`config.mk`:
```
export PLATFORM = sky130hd
export DESIGN_NAME = divider_unit
export DESIGN_NICKNAME = d
export VERILOG_FILES = /design/src/rtl/divider_unit.sv
export SDC_FILE = /design/constraint.sdc
export NUM_CORES = 1
export LEC_CHECK = 0
export CAP_MARGIN = 10
export CORE_MARGIN = 2
export CORE_UTILIZATION = 55
export CTS_CLUSTER_SIZE = 40
export DETAILED_ROUTE_END_ITERATION = 7
export PLACE_DENSITY = 0.84
export RECOVER_POWER = 100
export SLEW_MARGIN = 20
export SYNTH_ARGS = -nofsm -noshare
export SYNTH_HDL_FRONTEND = slang
export SYNTH_SLANG_ARGS = --single-unit
```
`constraint.sdc`:
```
create_clock -name Clk -period 3.5 [get_ports Clk]
set_input_delay 0.7 -clock Clk [delete_from_list [all_inputs] [get_ports Clk]]
set_output_delay 0.7 -clock Clk [all_outputs]
set_load 0.02 [all_outputs]
```
`src/rtl/divider_unit.sv`:
```
// Sequential unsigned restoring divider: one quotient bit per clock.
// The dividend is shifted left out of Q into R while quotient bits shift into Q from the right.
// A zero divisor skips the iteration and goes directly to HOLD with DivZero set.
module divider_unit #(
    parameter int unsigned N = 8
) (
    input  logic         Clk,
    input  logic         Reset,
    input  logic         Run,
    input  logic [N-1:0] Dividend,
    input  logic [N-1:0] Divisor,
    output logic [N-1:0] Quotient,
    output logic [N-1:0] Remainder,
    output logic         Busy,
    output logic         Done,
    output logic         DivZero
);

    localparam int unsigned CW = (N > 1) ? $clog2(N) : 1;

    typedef enum logic [1:0] {StIdle, StCalc, StHold} state_e;

    state_e         state_q, state_d;
    logic [N-1:0]   q_q, q_d;
    logic [N-1:0]   r_q, r_d;
    logic [N-1:0]   d_q, d_d;
    logic [CW-1:0]  cnt_q, cnt_d;
    logic           divzero_q, divzero_d;
    // Set once Run has been seen low; a start consumes it, so Run left high
    // (after HOLD or across a reset) never retriggers.
    logic           armed_q, armed_d;

    logic [N:0]     s;
    logic           ge;
    logic [N-1:0]   diff;

    // Trial subtraction for one restoring step
    always_comb begin
        s    = {r_q, q_q[N-1]};
        ge   = (s >= {1'b0, d_q});
        // R < D keeps S - D below 2^N, so the low N bits are the whole result
        diff = s[N-1:0] - d_q;
    end

    // Next-state and datapath update
    always_comb begin
        state_d   = state_q;
        q_d       = q_q;
        r_d       = r_q;
        d_d       = d_q;
        cnt_d     = cnt_q;
        divzero_d = divzero_q;
        armed_d   = armed_q;

        if (!Run) begin
            armed_d = 1'b1;
        end

        unique case (state_q)
            StIdle: begin
                if (Run && armed_q) begin
                    armed_d = 1'b0;
                    if (Divisor != '0) begin
                        q_d     = Dividend;
                        r_d     = '0;
                        d_d     = Divisor;
                        cnt_d   = '0;
                        state_d = StCalc;
                    end else begin
                        q_d       = '1;
                        r_d       = Dividend;
                        divzero_d = 1'b1;
                        state_d   = StHold;
                    end
                end
            end
            StCalc: begin
                if (ge) begin
                    r_d = diff;
                    q_d = {q_q[N-2:0], 1'b1};
                end else begin
                    r_d = s[N-1:0];
                    q_d = {q_q[N-2:0], 1'b0};
                end
                cnt_d = cnt_q + CW'(1);
                if (cnt_q == CW'(N - 1)) begin
                    state_d = StHold;
                end
            end
            StHold: begin
                if (!Run) begin
                    divzero_d = 1'b0;
                    state_d   = StIdle;
                end
            end
            default: state_d = StIdle;
        endcase
    end

    // State registers with synchronous reset
    always_ff @(posedge Clk) begin
        if (Reset) begin
            state_q   <= StIdle;
            q_q       <= '0;
            r_q       <= '0;
            d_q       <= '0;
            cnt_q     <= '0;
            divzero_q <= 1'b0;
            armed_q   <= 1'b0;
        end else begin
            state_q   <= state_d;
            q_q       <= q_d;
            r_q       <= r_d;
            d_q       <= d_d;
            cnt_q     <= cnt_d;
            divzero_q <= divzero_d;
            armed_q   <= armed_d;
        end
    end

    // Outputs decoded from state
    always_comb begin
        Quotient  = q_q;
        Remainder = r_q;
        Busy      = (state_q == StCalc);
        Done      = (state_q == StHold);
        DivZero   = divzero_q;
    end

endmodule
```
### After elaboration in Yosys (flattened, before gate mapping)

Index checks and enable logic that the tools add are counted.

* flip-flop bits (word level): 31
* input port bits: 19
* word-level logic and storage cells: 51

* $add $sub $neg: 2
* magnitude comparators: 1
* equal/unequal tests: 8
* muxes and demuxes: 23
* reduce and logical (&&, ||, !) cells: 10

Operators with widths (number)
* two-way mux 8 bit: 5
* one-hot mux 8 bit (2 select lines): 2
* >= comparator 9 x 8 -> 1 bit: 1
* AND reduction 3 bit: 3
* two-way mux 2 bit: 4
* != test 2 bit (second input constant): 4
* nonzero test 8 bit: 1
* subtractor 8 bit: 1
* two-way mux 1 bit: 7
* two-way mux 3 bit: 2
* one-hot mux 2 bit (3 select lines): 1
* one-hot mux 3 bit (2 select lines): 1
* AND reduction 4 bit: 1
* nonzero test 2 bit: 2
* adder 3 x 1 -> 3 bit (second input constant): 1
* equality test 3 bit (second input constant): 1
* equality test 2 x 1 -> 1 bit (second input constant): 1
* equality test 2 bit (second input constant): 1
* zero test 2 bit: 1
* != test 2 x 1 -> 1 bit (second input constant): 1
* one-hot mux 1 bit (2 select lines): 1
* AND reduction 2 bit: 1
* logical AND 1 bit: 1

### Depth between registers and ports, before layout

Gate-level depths: netlist of the first run.

* depth after elaboration: 4
* depth in mapped cells: 8
* depth with buffers taken out: 8

### Worst setup path after synthesis of the first run

No wires, ideal clock.

* path type: flip-flop to flip-flop
* from: reg q_q[7], in the netlist Quotient[7]
* to: reg r_q[6], in the netlist Remainder[6]
* setup time: 0.086 ns
* data arrival time: 2.038 ns
* required time: 3.414 ns
* slack: 1.377 ns
* cell stages (with the launch flop): 9
* path buffers: 0
* period minus slack after synthesis: 2.123 ns
* cells stage by stage: dfxtp_1 -> inv_1 -> ha_1 -> fa_1 -> nand2b_1 -> a2111o_1 -> o311ai_0 -> o21ai_0 -> a211oi_1

* cells in the longest elaborated chain, start to end: 3
* elaborated cells on any way between the ends: 4

Ends and longest elaborated chain
* start, declared: line 24 `logic [N-1:0] q_q, q_d;`
* start signal, assigned: line 112 `q_q <= q_d;`
* subtractor 8 bit / >= comparator 9 x 8 -> 1 bit (equally long branches): line 42, 40
* two-way mux 8 bit (*): line 78 `if (ge) begin`
* one-hot mux 8 bit (2 select lines) (*): line 59 `unique case (state_q)`
* end signal, assigned: line 113 `r_q <= r_d;`
* end, declared: line 25 `logic [N-1:0] r_q, r_d;`

Every way passes the cells marked *; elsewhere a longest branch is shown, timed or not.
A chain may end at the register's enable or synchronous reset.

### Worst setup path after layout of the first run

* from: reg state_q[0]
* to: out Busy

* cells in the longest elaborated chain, start to end: 1

Ends and longest elaborated chain
* start, declared: line 23 `state_e state_q, state_d;`
* start signal, assigned: line 103 `state_q <= StIdle;`
* start signal, assigned: line 111 `state_q <= state_d;`
* equality test 2 x 1 -> 1 bit: line 125 `Busy = (state_q == StCalc);`
* end, declared: line 14 `output logic Busy,`

No other way between the ends.

==> flow_summary.rst, run 1 <==
.. list-table::
   :header-rows: 1

   * - Metric
     - Value
   * - Combinational fraction of design power
     - 0.357
   * - First-pass iteration count of the detailed router
     - 4
   * - CP top delay family
     - buffers and inverters
   * - Die area
     - 0.00393 mm^2
   * - Largest buffer count on any clock path
     - 2
   * - Crit path largest cell delay
     - between 0.7 and 0.8 ns
   * - Highest fanout seen on the critical path
     - 16
   * - Type of the setup path with the least slack
     - register to output pin
   * - Placed cell count
     - 316
   * - Gate count of the mapped netlist
     - about 240
   * - Aggregate global routing overflow
     - 0
   * - Maximum number of pins on one net before global-route repair
     - 24
   * - RSZ-0062 raised after global routing
     - no
   * - Wire length of the first global-routing pass
     - about 7800 um
   * - Sw Pwr
     - 346 uW
   * - Vias
     - between 1,500 and 2,000
   * - Net count of the finished layout
     - a little over 300
   * - Horizontal extent of the die
     - around 63 um
   * - Compound-Gate Fraction of Synth Area
     - 0.270
   * - Number of ports placed on the die boundary
     - 38
   * - Relative max-transition margin
     - 0.340
   * - Count of standard-cell rows
     - 21
   * - Antenna violations before repair
     - 0
   * - Main combinational cell family by area after synthesis
     - compound AO/OA/AOI/OAI gates
   * - Share of async-settable or async-resettable flops after synthesis
     - 0
   * - Clock skew
     - about 0.0074 ns
   * - Mean post-synth cell area
     - between 7 and 8 um^2
   * - Worst hold path type
     - register to register
   * - GRT Util Overall
     - 0.250
   * - Data required, critical path
     - 2.80 ns
   * - Total power density per cell area
     - ~400 mW/mm^2
   * - Cell type contributing the most total cell area after synthesis
     - sky130_fd_sc_hd__dfxtp_1
   * - Total Neg Setup Slack
     - 0 ns
   * - Worst Tran Pin Value
     - just under 1 ns
   * - Internal reg-to-reg setup slack
     - roughly 1.2 ns
   * - CTS tree
     - yes
   * - Worst Slack Setup Final
     - 0.513 ns
   * - Core Footprint
     - around 0.0033 mm^2
   * - DP Wirelength
     - 3460 um
   * - Iteration-0 DRC count of the detailed router
     - approximately 130
   * - Number of antenna-violating nets in the routed design
     - 0
   * - Placed cell area
     - between 0.002 and 0.0025 mm^2
   * - Diode count
     - 0
   * - Share of the clock period used by the worst path
     - 0.853
   * - CP cell instances
     - nand2b_1 -> buf_4 -> inv_1 -> dlygate4sd3_1
   * - H-tree levels
     - 2
   * - Leak
     - between 0.9 and 1 nW
   * - Post-cts resize count
     - 0
   * - Highest-delay cell along the critical path
     - sky130_fd_sc_hd__dlygate4sd3_1
   * - Switching power as a share of total power
     - 0.369
   * - Adder and majority gate portion of the synthesized area
     - 0.0765
   * - Buffers and inverters on the worst path
     - 3
   * - Multiplexer fraction of the synthesized cell area
     - 0.0422
   * - Mean routed wirelength per cell
     - between 10 and 15 um
   * - Initial core utilization
     - 0.568
   * - Finished Cell Area
     - about 0.0023 mm^2
   * - Cell Count, Final, Fillers Out
     - ~320
   * - Proportion of netlist area held by the largest area contributor
     - 0.327
   * - Final GP Congestion
     - 0.924
   * - Syn_nets
     - ~270
   * - Area taken by multi-input logic gates
     - ~0.0012 mm^2
   * - Layout cell share with drive strength beyond 1
     - 0.0468
   * - Clock power frac
     - 0.216
   * - Synthesis-to-layout area growth
     - 23.2%
   * - Number of synthesized flops with an enable pin
     - 0
   * - Count of buffers added by post-CTS timing repair for setup
     - 0
   * - Storage cell area
     - 621 um^2
   * - Die extent in y
     - 62.7 um
   * - Number of filler cells placed in the layout
     - 295
   * - Xor/xnor share of the synthesized area
     - 0.0185
   * - Part of the power in registers
     - 0.427
   * - Status
     - completed
   * - DRC errors left
     - 0
   * - Most used DFF post-synth
     - sky130_fd_sc_hd__dfxtp_1
   * - Simple-gate share of the synthesized area
     - 0.206
   * - Count of endpoints failing hold in the final timing report
     - 0
   * - Most frequently used cell type in the post-synthesis netlist
     - sky130_fd_sc_hd__dfxtp_1
   * - Routed Wire Length
     - about 4600 um
   * - Internal power of the cells
     - between 500 and 600 uW
   * - Top post-synthesis cells by area
     - sky130_fd_sc_hd__dfxtp_1 33%, sky130_fd_sc_hd__o21ai_0 6.9%, sky130_fd_sc_hd__ha_1 6.6%
   * - Largest voltage drop on the vdd net
     - between 0.3 and 0.4 mV
   * - Number of clock sinks
     - 31
   * - Setup slack after placement
     - ~0.93 ns
   * - Clock-pin slew on the worst setup and hold paths
     - around 0.09 ns
   * - Vias per cell
     - slightly below 6
   * - Proportion of synthesized chip area in sequential cells
     - 0.327
   * - Number of synthesis warnings
     - 0
   * - Endpoint kind of the worst setup timing path
     - output pin
   * - Setup-failing EPs final
     - 0
   * - Commonest cells in the netlist
     - 31 x sky130_fd_sc_hd__dfxtp_1, 26 x sky130_fd_sc_hd__o21ai_0, 23 x sky130_fd_sc_hd__nor2_1
   * - Post-synth cell types
     - 46
   * - I/O Buffers
     - 37
   * - Vias in the first global route
     - around 1,700
   * - Reported max-cap violation count
     - 0
   * - Critical path data arrival time
     - between 2 and 2.5 ns
   * - Minimum period implied by the final worst setup slack
     - between 2 and 3 ns
   * - Later-pin clock latency in the skew report
     - around 0.34 ns
   * - Clk Tree Root Cell
     - sky130_fd_sc_hd__clkbuf_4
   * - Crit path launch type
     - register
   * - Final-report max-slew violation count
     - 0
   * - TritonCTS Buffers
     - 5
   * - Flops & latches, synth
     - 31
   * - Hold bufs inserted after CTS
     - 0
   * - Peak clock frequency supported by timing
     - about 0.33 GHz
   * - Cell area after technology mapping
     - between 0.0015 and 0.002 mm^2
-- path summary, 6_finish.rpt --
| kind | from | endpoint | cells past startpoint |
|---|---|---|---|
| max | state_q[0] | Busy | 4 |
| min | cnt_q[0] | cnt_q[0] | 1 |
| max reg2reg | Quotient[7] | Remainder[6] | 8 |
| min reg2reg | cnt_q[0] | cnt_q[0] | 1 |
-- final cells by class --
cell class / count / share of cell area
Clock buffer: 7 / 0.0193
Clock inverter: 1 / 0.00214
Inverter: 17 / 0.0273
Multi-Input combinational cell: 182 / 0.494
Sequential cell: 31 / 0.266
Tap cell: 46 / 0.0246
Timing Repair Buffer: 40 / 0.167
-- flip-flops by register name, summed over array words and instances, names as in the netlist --
signal	count
d_q	8
Remainder	8
state_q	2
DivZero	1
armed_q	1
cnt_q	3
Quotient	8
-- power by group through the flow --
stage	clock network [mW]	logic [mW]	registers, mW
2_1_floorplan	0	0.211	0.422
3_3_place_gp	0	0.333	0.409
3_5_place_dp	0	0.337	0.409
4_1_cts	0.205	0.339	0.401
5_1_grt	0.220	0.373	0.403
6_report	0.203	0.335	0.400
-- metrics by stage --
stage          hold WS [ns]  total power [mW]  utilization
3_3_place_gp          0.463             0.742        0.688
6_report              0.485             0.938        0.700
5_1_grt               0.519             0.996        0.700
4_1_cts               0.488             0.945        0.703
2_1_floorplan         0.444             0.633            -
3_5_place_dp          0.474             0.746        0.688
-- metal layers --
| metal | global-route usage | up-vias | share of wire |
|---|---|---|---|
| met5 | 0 | - | 0 |
| li1 | - | 947 | - |
| met4 | 0.0889 | 0 | 0.017 |
| met1 | 0.351 | 881 | 0.46 |
| met2 | 0.367 | 56 | 0.46 |
| met3 | 0.0703 | 9 | 0.062 |
-- placed cells by master, fill, tap and decap left out, types with 3 or more instances in the layout --
cell                              netlist  layout
sky130_fd_sc_hd__nand2_1               20      20
sky130_fd_sc_hd__mux2i_1                8       8
sky130_fd_sc_hd__nand3_1                9       9
sky130_fd_sc_hd__ha_1                  10      10
sky130_fd_sc_hd__a211oi_1               3       3
sky130_fd_sc_hd__clkbuf_1               7       3
sky130_fd_sc_hd__a31oi_1               12      12
sky130_fd_sc_hd__clkdlybuf4s50_1        0      16
sky130_fd_sc_hd__dlygate4sd3_1          0      21
sky130_fd_sc_hd__o211ai_1               5       6
sky130_fd_sc_hd__a21oi_1               14      14
sky130_fd_sc_hd__o21ai_0               26      26
sky130_fd_sc_hd__nor2b_1                3       3
sky130_fd_sc_hd__dfxtp_1               31      31
sky130_fd_sc_hd__nor2_1                23      24
sky130_fd_sc_hd__inv_1                 17      17
sky130_fd_sc_hd__nor4bb_1               3       3
sky130_fd_sc_hd__clkbuf_4               0       5
sky130_fd_sc_hd__nand2b_1               6       6
sky130_fd_sc_hd__nor3_1                 3       3
-- cell families (layout without fill, tap and decap cells) --
family,after synthesis,in the layout
simple gates,79,79
fa+ha+maj,11,11
compound gates,80,80
xor+xnor,4,4
flops,31,31
mux,8,8
buf+inv,29,65
-- worst register-to-register path, stage by stage (launching register included) --
cell and delay [ns]:
sky130_fd_sc_hd__dfxtp_1 0.43, sky130_fd_sc_hd__inv_1 0.07, sky130_fd_sc_hd__ha_1 0.23, sky130_fd_sc_hd__fa_1 0.41, sky130_fd_sc_hd__nand2b_1 0.21, sky130_fd_sc_hd__a2111o_1 0.38
sky130_fd_sc_hd__o311ai_0 0.14, sky130_fd_sc_hd__o21ai_0 0.18, sky130_fd_sc_hd__a211oi_1 0.21
(Power assumes the default switching activity.)
==> run 2: changes to the inputs <==
CORE_MARGIN = not set   (was 2)
MAX_ROUTING_LAYER = met4   (was not set)
SLEW_MARGIN = not set   (was 20)
==> run 2 against run 1 <==
Compared with the run above:
- flip-flop and latch count unchanged
- cell count down 0.62%
- critical path depth unchanged
- sequential share of layout area about the same
- wire length up 4.6%
- setup slack better by 0.0058 ns
==> flow_summary.rst, run 2 (same netlist as run 1, synthesis figures left out) <==
.. list-table::
   :header-rows: 1

   * - Metric
     - Value
   * - Core Footprint
     - 0.00315 mm^2 (-5.5%)
   * - Count of buffers added by post-CTS timing repair for setup
     - 0 (unchanged)
   * - Status
     - completed
   * - Setup-failing EPs final
     - 0 (unchanged)
   * - Mean routed wirelength per cell
     - 15.1 um (+5.3%)
   * - Vias per cell
     - 6.00 (+2.7%)
   * - Diode count
     - 0 (unchanged)
   * - Number of filler cells placed in the layout
     - 282 (-4.4%)
   * - Min Hold Slack
     - 0.495 ns (+0.0101 ns)
   * - Number of antenna-violating nets in the routed design
     - 0 (unchanged)
   * - Net count of the finished layout
     - 307 (unchanged)
   * - Initial core utilization
     - 0.602 (+0.0332)
   * - Die area
     - 0.00369 mm^2 (-6.3%)
   * - H-tree levels
     - 2 (unchanged)
   * - Highest fanout seen on the critical path
     - 16 (unchanged)
   * - Largest voltage drop on the vdd net
     - 0.238 mV (-21%)
   * - DRC errors left
     - 0 (unchanged)
   * - Vias in the first global route
     - 1,721 (+3.2%)
   * - Final-report max-slew violation count
     - 0 (unchanged)
   * - Aggregate global routing overflow
     - 0 (unchanged)
   * - Worst hold path type
     - register to register
   * - Leak
     - 0.941 nW (+0.52%)
   * - Area taken by multi-input logic gates
     - 0.00116 mm^2 (+0.11%)
   * - Count of standard-cell rows
     - 20 (-4.8%)
   * - Worst Slack Setup Final
     - 0.519 ns (+0.00581 ns)
   * - Horizontal extent of the die
     - 60.7 um (-3.2%)
   * - DP Wirelength
     - 3540 um (+2.3%)
   * - Type of the setup path with the least slack
     - register to output pin
   * - TritonCTS Buffers
     - 5 (unchanged)
   * - GRT Util Overall
     - 0.302 (+0.0519)
   * - Total power density per cell area
     - 404 mW/mm^2 (+0.64%)
   * - RSZ-0062 raised after global routing
     - no
   * - Data required, critical path
     - 2.80 ns (about the same)
   * - Largest buffer count on any clock path
     - 2 (unchanged)
   * - Count of endpoints failing hold in the final timing report
     - 0 (unchanged)
   * - Clock-pin slew on the worst setup and hold paths
     - 0.10 ns (about the same)
   * - Commonest non-fill, non-tap cell in the layout
     - sky130_fd_sc_hd__dfxtp_1
   * - Minimum period implied by the final worst setup slack
     - 2.98 ns (-0.00581 ns)
   * - Later-pin clock latency in the skew report
     - 0.34 ns (about the same)
   * - Relative max-transition margin
     - 0.362 (+0.0218)
   * - Share of the clock period used by the worst path
     - 0.852 (-0.00166)
   * - Storage cell area
     - 621 um^2 (unchanged)
   * - Iteration-0 DRC count of the detailed router
     - 167 (+30%)
   * - Final GP Congestion
     - 0.909 (-1.7%)
   * - Crit path launch type
     - register
   * - Setup slack after placement
     - 0.876 ns (-0.0577 ns)
   * - Routed Wire Length
     - 4860 um (+4.6%)
   * - Hold bufs inserted after CTS
     - 0 (unchanged)
   * - Maximum number of pins on one net before global-route repair
     - 23 (-4.2%)
   * - Layout cell share with drive strength beyond 1
     - 0.0468 (unchanged)
   * - Critical path data arrival time
     - 2.28 ns (about the same)
   * - CTS tree
     - yes
   * - Post-cts resize count
     - 0 (unchanged)
   * - I/O Buffers
     - 37 (unchanged)
   * - Reported max-cap violation count
     - 0 (unchanged)
   * - Worst Tran Pin Value
     - 0.957 ns (-0.0328 ns)
   * - Antenna violations before repair
     - 0 (unchanged)
   * - Endpoint kind of the worst setup timing path
     - output pin
   * - Vias
     - 1,932 (+2.1%)
   * - Synthesis-to-layout area growth
     - 23.1% (about the same)
   * - Die extent in y
     - 60.7 um (-3.2%)
   * - Number of clock sinks
     - 31 (unchanged)
   * - Wire length of the first global-routing pass
     - 7870 um (+0.43%)
   * - Clock skew
     - 0.00469 ns (-0.00276 ns)
   * - First-pass iteration count of the detailed router
     - 6 (+2)
   * - Most frequent cells in the layout
     - 31 x sky130_fd_sc_hd__dfxtp_1, 26 x sky130_fd_sc_hd__o21ai_0, 24 x sky130_fd_sc_hd__nor2_1
   * - Total Neg Setup Slack
     - 0 ns (unchanged)
   * - Number of ports placed on the die boundary
     - 38 (unchanged)
   * - Clk Tree Root Cell
     - sky130_fd_sc_hd__clkbuf_4
   * - Peak clock frequency supported by timing
     - 0.335 GHz (+0.19%)
==> run 2: metrics by stage <==
stage,util,area [um^2],cells,total power [mW]
6_report,0.740,2330,322,0.944
2_1_floorplan,-,1900,242,0.633
4_1_cts,0.744,2340,322,0.947
5_1_grt,0.740,2330,322,1.00
3_3_place_gp,0.728,2290,314,0.743
3_5_place_dp,0.728,2290,314,0.748
==> run 2: layer usage <==
layer,share of wire,GRT usage
met1,0.48,0.419
met2,0.44,0.441
met3,0.067,0.0640
met4,0.014,0.0877
met5,0,-
==> run 2: area by class of cell <==
class | instances | area share
multi-input cells | 182 | 0.495
flip-flops and latches | 31 | 0.266
repair buffers | 40 | 0.167
inverters | 17 | 0.0273
well taps | 44 | 0.0236
clock buffers | 7 | 0.0193
clock inverters | 1 | 0.00214
==> run 2: path summary, 6_finish.rpt <==
| kind | endpoint | cells after the start | startpoint | slack (ns) |
|---|---|---|---|---|
| max | Busy | 4 | state_q[0] | 0.52 |
| min | Quotient[1] | 2 | Quotient[0] | 0.50 |
| max reg2reg | Remainder[1] | 7 | d_q[6] | 1.16 |
| min reg2reg | Quotient[1] | 2 | Quotient[0] | 0.50 |
==> run 2: worst max-delay path, stage by stage (launching register included) <==
cell and delay (ns):
sky130_fd_sc_hd__dfxtp_1 0.55, sky130_fd_sc_hd__nand2b_1 0.09, sky130_fd_sc_hd__buf_4 0.20, sky130_fd_sc_hd__inv_1 0.36, sky130_fd_sc_hd__dlygate4sd3_1 0.74
==> run 2: power breakdown <==
group	total, mW	switching (mW)	internal (mW)
sequential	0.400	0.0236	0.376
clock	0.206	0.128	0.0782
combinational	0.338	0.201	0.137
==> run 3: changes to the inputs <==
clock period = 3.8 ns   (was 3.5 ns; I/O delays follow)
==> run 3 against run 2 <==
Compared with the run above:
- first-iteration DRC count is 16% higher
- sequential share of layout area down 0.34 points
- setup slack got worse by 0.029 ns
- critical endpoint unchanged
==> flow_summary.rst, run 3 (same netlist as run 1, synthesis figures left out) <==
.. list-table::
   :header-rows: 1

   * - Metric
     - Value
   * - Status
     - completed
   * - Count of buffers added by post-CTS timing repair for setup
     - 0 (unchanged)
   * - CP top delay family
     - buffers and inverters
   * - Largest buffer count on any clock path
     - 2 (unchanged)
   * - Share of the clock period used by the worst path
     - 0.871
   * - Relative max-transition margin
     - 0.296 (-0.0658)
   * - Minimum period implied by the final worst setup slack
     - 3.31 ns
   * - Internal power of the cells
     - 628 uW (+6.2%)
   * - I/O Buffers
     - 37 (unchanged)
   * - Total Neg Setup Slack
     - 0 ns (unchanged)
   * - Clk Tree Root Cell
     - sky130_fd_sc_hd__clkbuf_4
   * - CP cell instances
     - nand2b_1 -> inv_1 -> dlygate4sd3_1
   * - Part of the power in registers
     - 0.386 (-0.038)
   * - Clock-pin slew on the worst setup and hold paths
     - 0.10 ns (about the same)
   * - Number of clock sinks
     - 31 (unchanged)
   * - Most frequent cells in the layout
     - 31 x sky130_fd_sc_hd__dfxtp_1, 26 x sky130_fd_sc_hd__o21ai_0, 24 x sky130_fd_sc_hd__nor2_1
   * - Routed Wire Length
     - 4900 um (+0.74%)
   * - Number of antenna-violating nets in the routed design
     - 0 (unchanged)
   * - Internal reg-to-reg setup slack
     - 1.43 ns (+0.27 ns)
   * - CTS tree
     - yes
   * - First-pass iteration count of the detailed router
     - 5 (-1)
   * - Total power
     - 958 uW (+1.5%)
   * - Vias in the first global route
     - 1,754 (+1.9%)
   * - Leak
     - 0.955 nW (+1.5%)
   * - RSZ-0062 raised after global routing
     - no
   * - Critical path data arrival time
     - 2.55 ns (+0.27 ns)
   * - Synthesis-to-layout area growth
     - 24.7%
   * - Aggregate global routing overflow
     - 0 (unchanged)
   * - Wire length of the first global-routing pass
     - 7850 um (-0.34%)
   * - Clock skew
     - 0.00232 ns (-0.00237 ns)
   * - Die area
     - 0.00369 mm^2 (unchanged)
   * - Clock power frac
     - 0.287 (+0.069)
   * - Highest fanout seen on the critical path
     - 16 (unchanged)
   * - Die extent in y
     - 60.7 um (unchanged)
   * - Data required, critical path
     - 3.04 ns (+0.24 ns)
   * - Number of filler cells placed in the layout
     - 264 (-6.4%)
   * - Sw Pwr
     - 330 uW (-6.3%)
   * - Endpoint kind of the worst setup timing path
     - output pin
   * - Layout cell share with drive strength beyond 1
     - 0.0542 (+0.00739)
   * - Worst Slack Setup Final
     - 0.490 ns (-0.0289 ns)
   * - Core Footprint
     - 0.00315 mm^2 (unchanged)
   * - Net count of the finished layout
     - 306 (-0.33%)
   * - Maximum number of pins on one net before global-route repair
     - 24 (+4.3%)
   * - Vias
     - 1,928 (-0.21%)
   * - Worst Tran Pin Value
     - 1.06 ns (+0.0987 ns)
   * - Type of the setup path with the least slack
     - register to output pin
   * - Reported max-cap violation count
     - 0 (unchanged)
   * - Setup slack after placement
     - 0.936 ns (+0.0605 ns)
   * - Total power density per cell area
     - 405 mW/mm^2 (+0.24%)
   * - Horizontal extent of the die
     - 60.7 um (unchanged)
   * - Final GP Congestion
     - 0.899 (-1.0%)
   * - Count of standard-cell rows
     - 20 (unchanged)
   * - H-tree levels
     - 2 (unchanged)
   * - Final-report max-slew violation count
     - 0 (unchanged)
   * - Crit path largest cell delay
     - 0.77 ns (+0.03 ns)
   * - Buffers and inverters on the worst path
     - 2 (-1)
   * - DP Wirelength
     - 3590 um (+1.4%)
   * - Later-pin clock latency in the skew report
     - 0.34 ns (about the same)
   * - Placed cell count
     - 313 (-0.32%)
   * - Crit path launch type
     - register
   * - Post-cts resize count
     - 0 (unchanged)
   * - Largest voltage drop on the vdd net
     - 0.317 mV (+33%)
   * - Diode count
     - 0 (unchanged)
   * - Initial core utilization
     - 0.602 (unchanged)
   * - Antenna violations before repair
     - 0 (unchanged)
   * - Hold bufs inserted after CTS
     - 0 (unchanged)
   * - TritonCTS Buffers
     - 5 (unchanged)
   * - Commonest non-fill, non-tap cell in the layout
     - sky130_fd_sc_hd__dfxtp_1
   * - GRT Util Overall
     - 0.298 (-0.00442)
   * - Worst hold path type
     - register to register
   * - Count of endpoints failing hold in the final timing report
     - 0 (unchanged)
   * - DRC errors left
     - 0 (unchanged)
   * - Mean routed wirelength per cell
     - 15.2 um (+1.1%)
   * - Iteration-0 DRC count of the detailed router
     - 193 (+16%)
   * - Number of ports placed on the die boundary
     - 38 (unchanged)
   * - Switching power as a share of total power
     - 0.344 (-0.0290)
   * - Peak clock frequency supported by timing
     - 0.302 GHz
   * - Post-layout utilization of the core
     - 0.750 (+0.00952)
   * - Setup-failing EPs final
     - 0 (unchanged)
   * - Combinational fraction of design power
     - 0.327 (-0.031)
   * - Highest-delay cell along the critical path
     - sky130_fd_sc_hd__dlygate4sd3_1
   * - Cell Count, Final, Fillers Out
     - 321 (-0.31%)
   * - Vias per cell
     - 6.01 (+0.10%)
==> run 3: cell types whose count changed in the layout (fill, tap and decap cells not counted), sizes merged <==
cell	change
bufinv	+1
buf	-1
clkbuf	-1
==> run 3: worst min-delay path: cells and delay by family, from the launching register on <==
| family | cells | cell delay, ns |
|---|---|---|
| and+or+nand+nor | 1 | 0.05 |
| AOI/OAI and AO/OA | 1 | 0.07 |
| DFF | 1 | 0.33 |
==> run 3: routing by layer <==
layer | vias up | GRT usage | part of all wire
met4 | 0 | 0.0844 | 0.011
li1 | 949 | - | -
met5 | - | - | 0
met3 | 7 | 0.0512 | 0.060
met2 | 82 | 0.476 | 0.46
met1 | 890 | 0.388 | 0.47
==> run 3: cell type report <==
cell class | instances | area, um^2 | share of cell area
Inverter | 17 | 63.8 | 0.0270
Timing Repair Buffer | 39 | 382 | 0.161
Multi-Input combinational cell | 182 | 1160 | 0.489
Sequential cell | 31 | 621 | 0.262
Tap cell | 44 | 55.1 | 0.0233
Clock inverter | 2 | 35.0 | 0.0148
Clock buffer | 6 | 51.3 | 0.0217
==> run 3: final timing paths <==
check	from	to	depth (start not counted)
max	state_q[1]	Busy	3
min	Quotient[0]	Quotient[1]	2
max reg2reg	d_q[6]	Remainder[0]	7
min reg2reg	Quotient[0]	Quotient[1]	2
==> run 3: stage by stage <==
step / hold WS (ns) / area [um^2]
after floorplan: 0.444 / 1900
after global placement: 0.467 / 2290
after detailed placement: 0.483 / 2290
after CTS: 0.499 / 2370
after global routing: 0.514 / 2360
final: 0.496 / 2360
==> run 3: power by group through the flow <==
| stage | clock [mW] | combinational [mW] | sequential (mW) |
|---|---|---|---|
| final | 0.275 | 0.313 | 0.369 |
| after detailed placement | 0 | 0.314 | 0.377 |
| after floorplan | 0 | 0.194 | 0.389 |
| after CTS | 0.277 | 0.316 | 0.370 |
| after global routing | 0.288 | 0.344 | 0.372 |
| after global placement | 0 | 0.309 | 0.377 |
